`src/rtl/debounced_in_port_if.sv`:
```
// Load/store bus between the core and the debounced input peripheral.
// The core drives address and store data; the peripheral answers with read data, hit and irq.
interface debounced_in_port_if;
  logic [31:0] addr;
  logic        we;
  logic [31:0] wdata;
  logic [31:0] rdata;
  logic        hit;
  logic        irq;

  modport master (output addr, output we, output wdata, input rdata, input hit, input irq);
  modport slave  (input addr, input we, input wdata, output rdata, output hit, output irq);
endinterface

```
`src/rtl/debounced_in_port.sv`:
```
// Memory-mapped input port: per-pin synchroniser and debouncer, sticky W1C edge flags
// and a maskable level interrupt.
module debounced_in_port #(
  parameter int          BITS_PORT       = 3,
  parameter int          DEBOUNCE_CYCLES = 50000,
  parameter int          CNT_BITS        = 16,
  parameter logic [31:0] ADDR_DATA       = 32'h00000101,
  parameter logic [31:0] ADDR_EDGE       = 32'h00000103,
  parameter logic [31:0] ADDR_MASK       = 32'h00000104
) (
  input  logic                 CLK,
  input  logic                 RST,
  input  logic [BITS_PORT-1:0] pins,
  debounced_in_port_if.slave   bus
);

  localparam logic [CNT_BITS-1:0] CNT_LAST = CNT_BITS'(DEBOUNCE_CYCLES - 1);

  logic [BITS_PORT-1:0] sync1_reg, sync2_reg;
  logic [BITS_PORT-1:0] stable_vec, accept_vec;
  logic [BITS_PORT-1:0] rise_reg, rise_next, fall_reg, fall_next;
  logic [BITS_PORT-1:0] rise_mask_reg, rise_mask_next, fall_mask_reg, fall_mask_next;
  logic [BITS_PORT-1:0] rise_clr, fall_clr;
  logic                 edge_wr, mask_wr;
  logic [31:0]          rd_data;
  logic                 rd_hit;

  always_ff @(posedge CLK or posedge RST) begin
    if (RST) begin
      sync1_reg <= '0;
      sync2_reg <= '0;
    end else begin
      sync1_reg <= pins;
      sync2_reg <= sync1_reg;
    end
  end

  // A disagreeing level must persist DEBOUNCE_CYCLES edges in a row; any agreement restarts the count.
  generate
    for (genvar gi = 0; gi < BITS_PORT; gi++) begin : pin_g
      logic [CNT_BITS-1:0] cnt_reg, cnt_next;
      logic                stable_reg, stable_next;
      logic                accept;

      always_comb begin
        cnt_next    = cnt_reg;
        stable_next = stable_reg;
        accept      = 1'b0;
        if (sync2_reg[gi] == stable_reg) begin
          cnt_next = '0;
        end else if (cnt_reg == CNT_LAST) begin
          accept      = 1'b1;
          stable_next = sync2_reg[gi];
          cnt_next    = '0;
        end else begin
          cnt_next = cnt_reg + 1'b1;
        end
      end

      always_ff @(posedge CLK or posedge RST) begin
        if (RST) begin
          cnt_reg    <= '0;
          stable_reg <= 1'b0;
        end else begin
          cnt_reg    <= cnt_next;
          stable_reg <= stable_next;
        end
      end

      assign stable_vec[gi] = stable_reg;
      assign accept_vec[gi] = accept;
    end
  endgenerate

  assign edge_wr = bus.we && (bus.addr == ADDR_EDGE);
  assign mask_wr = bus.we && (bus.addr == ADDR_MASK);

  // Clear is applied before the set so a new edge on the same cycle survives the write.
  always_comb begin
    rise_clr       = '0;
    fall_clr       = '0;
    rise_mask_next = rise_mask_reg;
    fall_mask_next = fall_mask_reg;
    if (edge_wr) begin
      rise_clr = bus.wdata[BITS_PORT-1:0];
      fall_clr = bus.wdata[16 +: BITS_PORT];
    end
    if (mask_wr) begin
      rise_mask_next = bus.wdata[BITS_PORT-1:0];
      fall_mask_next = bus.wdata[16 +: BITS_PORT];
    end
    rise_next = (rise_reg & ~rise_clr) | (accept_vec & sync2_reg);
    fall_next = (fall_reg & ~fall_clr) | (accept_vec & ~sync2_reg);
  end

  always_ff @(posedge CLK or posedge RST) begin
    if (RST) begin
      rise_reg      <= '0;
      fall_reg      <= '0;
      rise_mask_reg <= '0;
      fall_mask_reg <= '0;
    end else begin
      rise_reg      <= rise_next;
      fall_reg      <= fall_next;
      rise_mask_reg <= rise_mask_next;
      fall_mask_reg <= fall_mask_next;
    end
  end

  always_comb begin
    rd_data = '0;
    rd_hit  = 1'b0;
    if (bus.addr == ADDR_DATA) begin
      rd_hit                   = 1'b1;
      rd_data[BITS_PORT-1:0]   = stable_vec;
    end else if (bus.addr == ADDR_EDGE) begin
      rd_hit                   = 1'b1;
      rd_data[BITS_PORT-1:0]   = rise_reg;
      rd_data[16 +: BITS_PORT] = fall_reg;
    end else if (bus.addr == ADDR_MASK) begin
      rd_hit                   = 1'b1;
      rd_data[BITS_PORT-1:0]   = rise_mask_reg;
      rd_data[16 +: BITS_PORT] = fall_mask_reg;
    end
  end

  assign bus.rdata = rd_data;
  assign bus.hit   = rd_hit;
  assign bus.irq   = |((rise_reg & rise_mask_reg) | (fall_reg & fall_mask_reg));

endmodule

```
`src/flat_wrapper.sv`:
```
// flat-port wrapper written by rule: the top's interface ports become plain ports
module debounced_in_port_flat 
#(
  parameter int          BITS_PORT       = 3,
  parameter int          DEBOUNCE_CYCLES = 50000,
  parameter int          CNT_BITS        = 16,
  parameter logic [31:0] ADDR_DATA       = 32'h00000101,
  parameter logic [31:0] ADDR_EDGE       = 32'h00000103,
  parameter logic [31:0] ADDR_MASK       = 32'h00000104
)
  (CLK, RST, pins, bus_addr, bus_we, bus_wdata, bus_rdata, bus_hit, bus_irq);
  debounced_in_port_if bus_i ();
  input  logic CLK;
  input  logic RST;
  input  logic [BITS_PORT-1:0] pins;
  input wire logic [$bits(bus_i.addr)-1:0] bus_addr;
  input wire logic [$bits(bus_i.we)-1:0] bus_we;
  input wire logic [$bits(bus_i.wdata)-1:0] bus_wdata;
  output wire logic [$bits(bus_i.rdata)-1:0] bus_rdata;
  output wire logic [$bits(bus_i.hit)-1:0] bus_hit;
  output wire logic [$bits(bus_i.irq)-1:0] bus_irq;
  assign bus_i.addr = bus_addr;
  assign bus_i.we = bus_we;
  assign bus_i.wdata = bus_wdata;
  assign bus_rdata = bus_i.rdata;
  assign bus_hit = bus_i.hit;
  assign bus_irq = bus_i.irq;
  debounced_in_port #(.BITS_PORT(BITS_PORT), .DEBOUNCE_CYCLES(DEBOUNCE_CYCLES), .CNT_BITS(CNT_BITS), .ADDR_DATA(ADDR_DATA), .ADDR_EDGE(ADDR_EDGE), .ADDR_MASK(ADDR_MASK)) u_core (.CLK(CLK), .RST(RST), .pins(pins), .bus(bus_i));
endmodule
```
`config.mk`:
```
export PLATFORM = sky130hd
export DESIGN_NAME = debounced_in_port_flat
export DESIGN_NICKNAME = d
export VERILOG_FILES = /design/src/rtl/debounced_in_port_if.sv /design/src/rtl/debounced_in_port.sv /design/src/flat_wrapper.sv
export SDC_FILE = /design/constraint.sdc
export NUM_CORES = 1
export LEC_CHECK = 0
export CAP_MARGIN = 5
export CORE_MARGIN = 2
export CORE_UTILIZATION = 44
export CTS_CLUSTER_SIZE = 24
export DETAILED_ROUTE_END_ITERATION = 12
export PLACE_DENSITY = 0.73
export SYNTH_ARGS = -nofsm -noshare
export SYNTH_HDL_FRONTEND = slang
export SYNTH_SLANG_ARGS = --single-unit
```
`constraint.sdc`:
```
create_clock -name CLK -period 2.53 [get_ports CLK]
set_input_delay 0.759 -clock CLK [delete_from_list [all_inputs] [get_ports CLK]]
set_output_delay 0.759 -clock CLK [all_outputs]
set_load 0.1 [all_outputs]
```
Yosys cells after proc, flatten, opt, wreduce, memory -nomap -nowiden:

Cells that the tools add are included.
Widths: inputs -> output; s select.

* add/subtract/negate cells: 3
* eq/ne operators: 9
* multiplexer cells: 23
* bitwise operators: 15
* reductions and logical operators: 6

Operator list (number)
* $eq 32x9->1 const B: 3
* $mux 16: 6
* $add 16x1->16 const B: 3
* $eq 16x16->1 const B: 3
* $mux 3: 8
* $and 3x3->3: 6
* $mux 1: 9
* $not 3->3: 3
* $or 3x3->3: 3
* $reduce_and 2->1: 3
* $eq 1x1->1: 3
* $not 1->1: 3
* $reduce_or 3->1: 1
* $logic_and 1x1->1: 2

* flip-flop bits (word level): 69
* input port bits: 70
* output and inout port bits: 34
* logic and storage cells: 68

Logic depth before layout (Yosys ltp):

Gate-level depths: netlist of run 1.

* depth in word-level cells: 6
* mapped depth: 6
* gate-level depth less buffers: 5

Worst setup path before layout of run 1:

Ideal clock, no wire load.

* path kind: input port to output port
* start point: in bus_addr[4]
* end point: out bus_hit
* arrival: 3.198 ns
* data required time: 1.771 ns
* slack: -1.427 ns
* stages: 5
* buffers on the path: 1
* cells stage by stage: nor4b_1 > nand4_1 > or2_2 > clkbuf_1 > a21oi_1

* word-level cells in the longest chain between the ends: 4
* elaborated cells between the ends (all ways): 6
* those cells by class: 3 x eq/ne; 3 x mux

Ends and longest elaborated chain
* start, declared: line flat_wrapper.sv:16 `input wire logic [$bits(bus_i.addr)-1:0] bus_addr;`
* $eq 32x9->1: line debounced_in_port.sv:120 `end else if (bus.addr == ADDR_MASK) begin`
* $mux 1: line debounced_in_port.sv:120
* $mux 1: line debounced_in_port.sv:116 `end else if (bus.addr == ADDR_EDGE) begin`
* $mux 1 (*): line debounced_in_port.sv:113 `if (bus.addr == ADDR_DATA) begin`
* end, declared: line flat_wrapper.sv:20 `output wire logic [$bits(bus_i.hit)-1:0] bus_hit;`

Mark *: on every way between the ends. The rest lies on a longest branch, timed or not.

Final worst setup path of run 1:

* start point: in bus_addr[26]
* end point: out bus_hit

The elaborated chain is that of the path after synthesis.

==> results of run 1 <==
==> cell families after synthesis <==
kind of cell	count (synthesis)	share of synthesized area, %
adders and majority gates	3	1.009
and+or+nand+nor	166	25.76
muxes	12	3.531
buffers and inverters	43	7.801
DFF	69	46.40
AOI/OAI and AO/OA	35	6.691
xor gates and xnor gates	37	8.709
other	1	0.1008
==> per-layer routing <==
metal | part of all wire [%] | wire length (um) | global-route usage, % | vias up
li1 | - | - | - | 1375
met1 | 43 | 3381 | 23.23 | 1381
met2 | 50 | 3877 | 28.21 | 80
met3 | 5.3 | 410 | 3.837 | 9
met4 | 1.4 | 108 | 7.024 | 0
met5 | 0 | 0 | 0 | -
==> final cells by class <==
class                           count  area (um^2)  area share, %
Inverter                           12        45.04         0.9489
Clock inverter                      5        27.53         0.5799
Clock buffer                       11        131.4          2.768
Tap cell                          105        131.4          2.768
Timing Repair Buffer               69        663.1          13.97
Sequential cell                    69         1727          36.37
Multi-Input combinational cell    279         2022          42.59
==> stage by stage <==
| step | utilization (%) | instance area, um^2 | TNS (ns) | hold WS, ns |
|---|---|---|---|---|
| global route | 57.77 | 4747 | -1.873 | 0.3638 |
| global placement | 54.50 | 4478 | -4.516 | 0.3371 |
| floorplan | - | 3938 | -2.640 | 0.3312 |
| CTS | 57.38 | 4715 | -1.438 | 0.3535 |
| finish | 57.77 | 4747 | -1.467 | 0.3506 |
| detailed placement | 54.50 | 4478 | -4.820 | 0.3365 |
==> worst max-delay path, delay by kind of cell <==
family,cells,cell delay [ns]
buf+inv,2,0.31
compound gates,1,0.16
simple gates,3,0.77
==> path summary, 6_finish.rpt <==
kind                                                      start                              endpoint  slack (ns)  cells past startpoint
max reg2reg                u_core.pin_g[2].cnt_reg[5]$_DFF_PP0_  u_core.pin_g[2].cnt_reg[5]$_DFF_PP0_        0.51                      4
min in group asynchronous                                   RST  u_core.pin_g[1].cnt_reg[3]$_DFF_PP0_        0.81                      3
max in group asynchronous                                   RST   u_core.rise_mask_reg[2]$_DFFE_PP0P_        1.29                      3
min reg2reg                       u_core.sync1_reg[1]$_DFF_PP0_         u_core.sync2_reg[1]$_DFF_PP0_        0.35                      0
max                                                bus_addr[26]                               bus_hit       -0.24                      6
min                               u_core.sync1_reg[1]$_DFF_PP0_         u_core.sync2_reg[1]$_DFF_PP0_        0.35                      0
==> cells in the final DEF, fill, tap and decap left out, types with 5 or more instances in the layout <==
master           netlist  final
dfrtp_1               69     69
nor2_1                52     41
xnor2_1               26     26
conb_1                 1     26
nand2_1               19     19
nand3_1               16     16
buf_4                 26     16
nor2_2                10     14
inv_1                 12     11
xor2_1                11     11
a21oi_1               14     11
clkdlybuf4s50_1        0     11
buf_2                  0     11
nand4_1               10     10
buf_6                  2     10
clkbuf_8               0      9
nor4_4                 4      8
nor4_1                13      8
nor3_1                 9      8
nor2_4                 0      7
buf_12                 1      7
mux2_4                 0      6
nor2b_1                6      6
a31oi_1                7      6
dlygate4sd2_1          0      6
clkdlybuf4s15_1        0      5
==> power groups by stage <==
| stage | Combinational, mW | Sequential, mW | Clock [mW] |
|---|---|---|---|
| 6_report | 0.340 | 1.13 | 0.754 |
| 5_1_grt | 0.362 | 1.13 | 0.834 |
| 4_1_cts | 0.336 | 1.13 | 0.780 |
| 3_5_place_dp | 0.339 | 1.15 | 0 |
| 3_3_place_gp | 0.335 | 1.15 | 0 |
| 2_1_floorplan | 0.277 | 1.15 | 0 |
==> what timing repair did <==
item                       CTS  global route
resized for setup          106            21
pin swaps                   17            13
setup endpoints to repair    7            19
buffers inserted             7             0
gates cloned                 0             0
==> metrics, run 1 <==
status finished with violations; failing checks negative setup slack; GRT overflow 0; Worst Slack Setup Final -0.2369 ns; Die Width 95.96 um; leak pwr 1.941 nW; cell count after placement between 500 and 600; Post-route DRC 0; slew margin rel. ~66%; Total Power 2.224 mW; distinct cell type count after synthesis 43; RSZ-0062 raised after global routing yes; Final Skew approximately 0.0085 ns; fin crit period between 2 and 3 ns; RD Place Congestion 0.8020; total die area ~0.0092 mm^2; Seq pwr share 50.8%; CTS root buf clkbuf_8; CTS Sinks 69; Critical Path RT roughly 1.8 ns; Buffers on Ports 51; vias in the first global route around 2700; ys async rst share 100.0%; total CTS buffers 9; WL final 7778 um; Worst-Skew Late Latency 0.34 ns; max reg flops 48; average cell area after synthesis 10.17 um^2; vias per inst 5.173; io pins between 100 and 150; cell taking the most area after synthesis dfrtp_1; share of layout cells above drive strength 1 27.64%; Tcrit/Tclk final 109.4%; Core Region 0.008217 mm^2; CP Data Arrival Time 2.01 ns; #FFs+latches synth 69; Synth top area share 46.40%; f_max 361.4 MHz; GR Util All Layers 17.58%; top-count cell post-synth dfrtp_1; first-pass GRT wire length 12540 um; Pre-Repair DR Iteration Count 4; WL per Instance 14.14 um; Rows 33; Final nets 513; Final setup viols 7; Ys Warns 0; Slew Limit Fails 0; CTS max path bufs 2; Internal Dissipation 1.551 mW; Crit-path slowest cell or2_4; sequential fraction of the synthesis area 46.40%; worst setup path category in2out; Worst setup EP type output pin; Vias 2845; Syn Std Cell Area 0.003721 mm^2; n_diodes 0; max cap viols 0; Worst Tran Pin Value about 0.51 ns; Iter 0 DRT Violations 113; clock power share 33.9%; filler instances 724; Reg clk slew, reported paths 0.07 ns; pwr dens 468.6 mW/mm^2; final cell count without fillers 550; Initial Util 45.29%; Startpoint Class input port; Hold/Removal Path Class reg2reg; dpl ws -0.5793 ns; crit path cell chain buf_2, nor4_4, nand4_1, or2_4, a21oi_4, buf_12; Synth top cells by count dfrtp_1 (69), nor2_1 (52), buf_4 (26), xnor2_1 (26), nand2_1 (19); Post-synth EDFFs 0; synthesis-to-finish area growth 27.57%; CP peak stage delay 0.37 ns; maximum net fanout on the critical path 7; CTS tree done; H-tree levels 3; Psw 0.6737 mW; Max VDD drop 251.2 uV; sw frac 30.29%; Main synth FF type dfrtp_1; Gate power share 15.3%; DRT antenna net count 0; Synth Instances 366; die height around 96 um; antenna violations before repair 0; Area contributors post-synth dfrtp_1 (46%), xnor2_1 (6.1%), buf_4 (5.2%); post-DP HPWL 5436 um; final hold vios 0; largest net degree at the start of global routing between 40 and 50; CTS Hold Buffers Added 0
Note: power is estimated with default switching activity, not from simulation.
==> run 2: changes to the inputs <==
- GPL_ROUTABILITY_DRIVEN: unset -> 0
- PLACE_DENSITY: 0.73 -> 0.82
==> run 2 against run 1 <==
  * Total power is 7.6% higher
  * Clock skew is 0.0066 ns higher
  * Sequential power hardly changed
  * Critical endpoint unchanged
  * Critical path type unchanged
  * Worst hold slack hardly changed
  * Final area is 0.21% higher
  * Global-route usage is 0.57 points higher
  * Core utilization is 0.12 points higher
  * The flow still finishes with violations (negative setup slack)
  * Routed wire length is 2.5% lower
  * Die area stayed put
  * Sequential share of layout area is 0.077 points lower
  * Register-to-register slack worse by 0.07 ns
==> metrics, run 2 (same netlist as run 1, synthesis figures left out) <==
status finished with violations; failing checks negative setup slack; Reg-to-Reg Start u_core.pin_g[2].cnt_reg[10]$_DFF_PP0_; DRT antenna net count 0; CP Launch Point bus_addr[23]; worst hold slack between 0.3 and 0.4 ns; die height about 96 um; Final Skew between 0.015 and 0.02 ns; WL per Instance ~14 um; CP Data Arrival Time 1.97 ns; f_max 367.0 MHz; GRT overflow 0; GR Util All Layers between 10% and 20%; vias per inst 5.156; max cap viols 0; Post-route DRC 0; Rows 33; final hold vios 0; final setup TNS -1.154 ns; worst setup path category in2out; vias in the first global route ~2900; Iter 0 DRT Violations 108; Buffers on Ports 51; Startpoint Class input port; pwr dens 503.3 mW/mm^2; cell count after placement roughly 530; antenna violations before repair 0; fin crit period 2.725 ns; final cell count without fillers roughly 550; area occupied by multi-input gates 0.001973 mm^2; Reg area 0.001727 mm^2; CTS Sinks 69; Total Power about 2.4 mW; most common cell after layout, fill and taps aside dfrtp_1; Vias 2846; filler instances 656; Tcrit/Tclk final 107.7%; RR Endpoint u_core.pin_g[2].cnt_reg[6]$_DFF_PP0_; RSZ-0062 raised after global routing yes; Reg clk slew, reported paths 0.08 ns; Final Cell Area ~0.0048 mm^2; dpl ws -0.5837 ns; largest net degree at the start of global routing 70; Worst Tran Pin Value roughly 0.52 ns; n_diodes 0; synthesis-to-finish area growth 27.84%; gr busiest metal met2; Initial Util 45.29%; Hold/Removal Path Class reg2reg; CTS tree done; GR Util met2 between 30% and 40%; most frequent cells in the layout dfrtp_1 (69), nor2_1 (45), xnor2_1 (26), conb_1 (26); crit path to bus_hit; io pins 104; GR Util met3 5.090%; max reg flops 48; maximum net fanout on the critical path 7; Post-Route Utilization 57.90%; Worst-Skew Late Latency 0.35 ns; CTS max path bufs 2; Max VDD drop 247.4 uV; Core Region 0.008217 mm^2; total die area a little over 0.009 mm^2; post-DP HPWL 5416 um; total CTS buffers 9; R2R Setup Slk ~0.44 ns; CTS root buf clkbuf_8; first-pass GRT wire length 12940 um; WL final 7581 um; Final nets 515; Pre-Repair DR Iteration Count 4; placement-stage cell area 0.004491 mm^2; Critical Path RT 1.77 ns; Die Width around 96 um; FF-to-FF path depth 4; slew margin rel. approximately 65%; H-tree levels 3; met1 Use GR 22.05%; Final setup viols 7; Slew Limit Fails 0; Worst Slack Setup Final -0.1950 ns; leak pwr 1.945 nW; Worst setup EP type output pin; share of layout cells above drive strength 1 a little over a quarter
==> run 2: area by class of cell <==
class	count	area share, %
clock buffer	10	2.893
clock inverter	6	1.473
inverter	12	0.9469
multi-input combinational	279	41.48
sequential	69	36.30
tap	105	2.762
timing repair buffer	71	14.15
==> run 2: worst max-delay path: stages <==
cell and delay (ns):
buf_2 0.11, nor4_4 0.25, nand4_1 0.13, or2_4 0.36, a21oi_4 0.16, buf_12 0.19
==> run 2: timing repair <==
action,in CTS,in global routing
pin swaps,16,6
endpoints found under the setup margin,7,19
gates resized for setup,100,12
setup buffers,8,0
hold buffers,0,0
==> run 2: how the worst min path moves through the flow <==
stage / start / to / cells after the start
3_5_place_dp: u_core.sync1_reg[1]$_DFF_PP0_ / u_core.sync2_reg[1]$_DFF_PP0_ / 0
2_1_floorplan: u_core.sync1_reg[0]$_DFF_PP0_ / u_core.sync2_reg[0]$_DFF_PP0_ / 0
6_report: u_core.sync1_reg[1]$_DFF_PP0_ / u_core.sync2_reg[1]$_DFF_PP0_ / 0
3_3_place_gp: u_core.sync1_reg[1]$_DFF_PP0_ / u_core.sync2_reg[1]$_DFF_PP0_ / 0
5_1_grt: u_core.sync1_reg[1]$_DFF_PP0_ / u_core.sync2_reg[1]$_DFF_PP0_ / 0
4_1_cts: u_core.sync1_reg[1]$_DFF_PP0_ / u_core.sync2_reg[1]$_DFF_PP0_ / 0
==> run 2: layer usage <==
metal,part of all wire [%],vias to the layer above
li1,-,1382
met1,42,1375
met2,50,75
met3,5.4,14
met4,2.1,0
met5,0,-
==> run 2: power by group <==
group	switching, mW	internal (mW)	leakage, nW	total [mW]
combinational	0.254	0.0817	0.938	0.335
clock	0.440	0.488	0.0955	0.928
sequential	0.0124	1.12	0.911	1.13
==> run 3: changes to the inputs <==
- CTS_CLUSTER_DIAMETER: unset -> 60
==> results of run 3 <==
Final layout, timing and power as in run 2 (identical DEF).
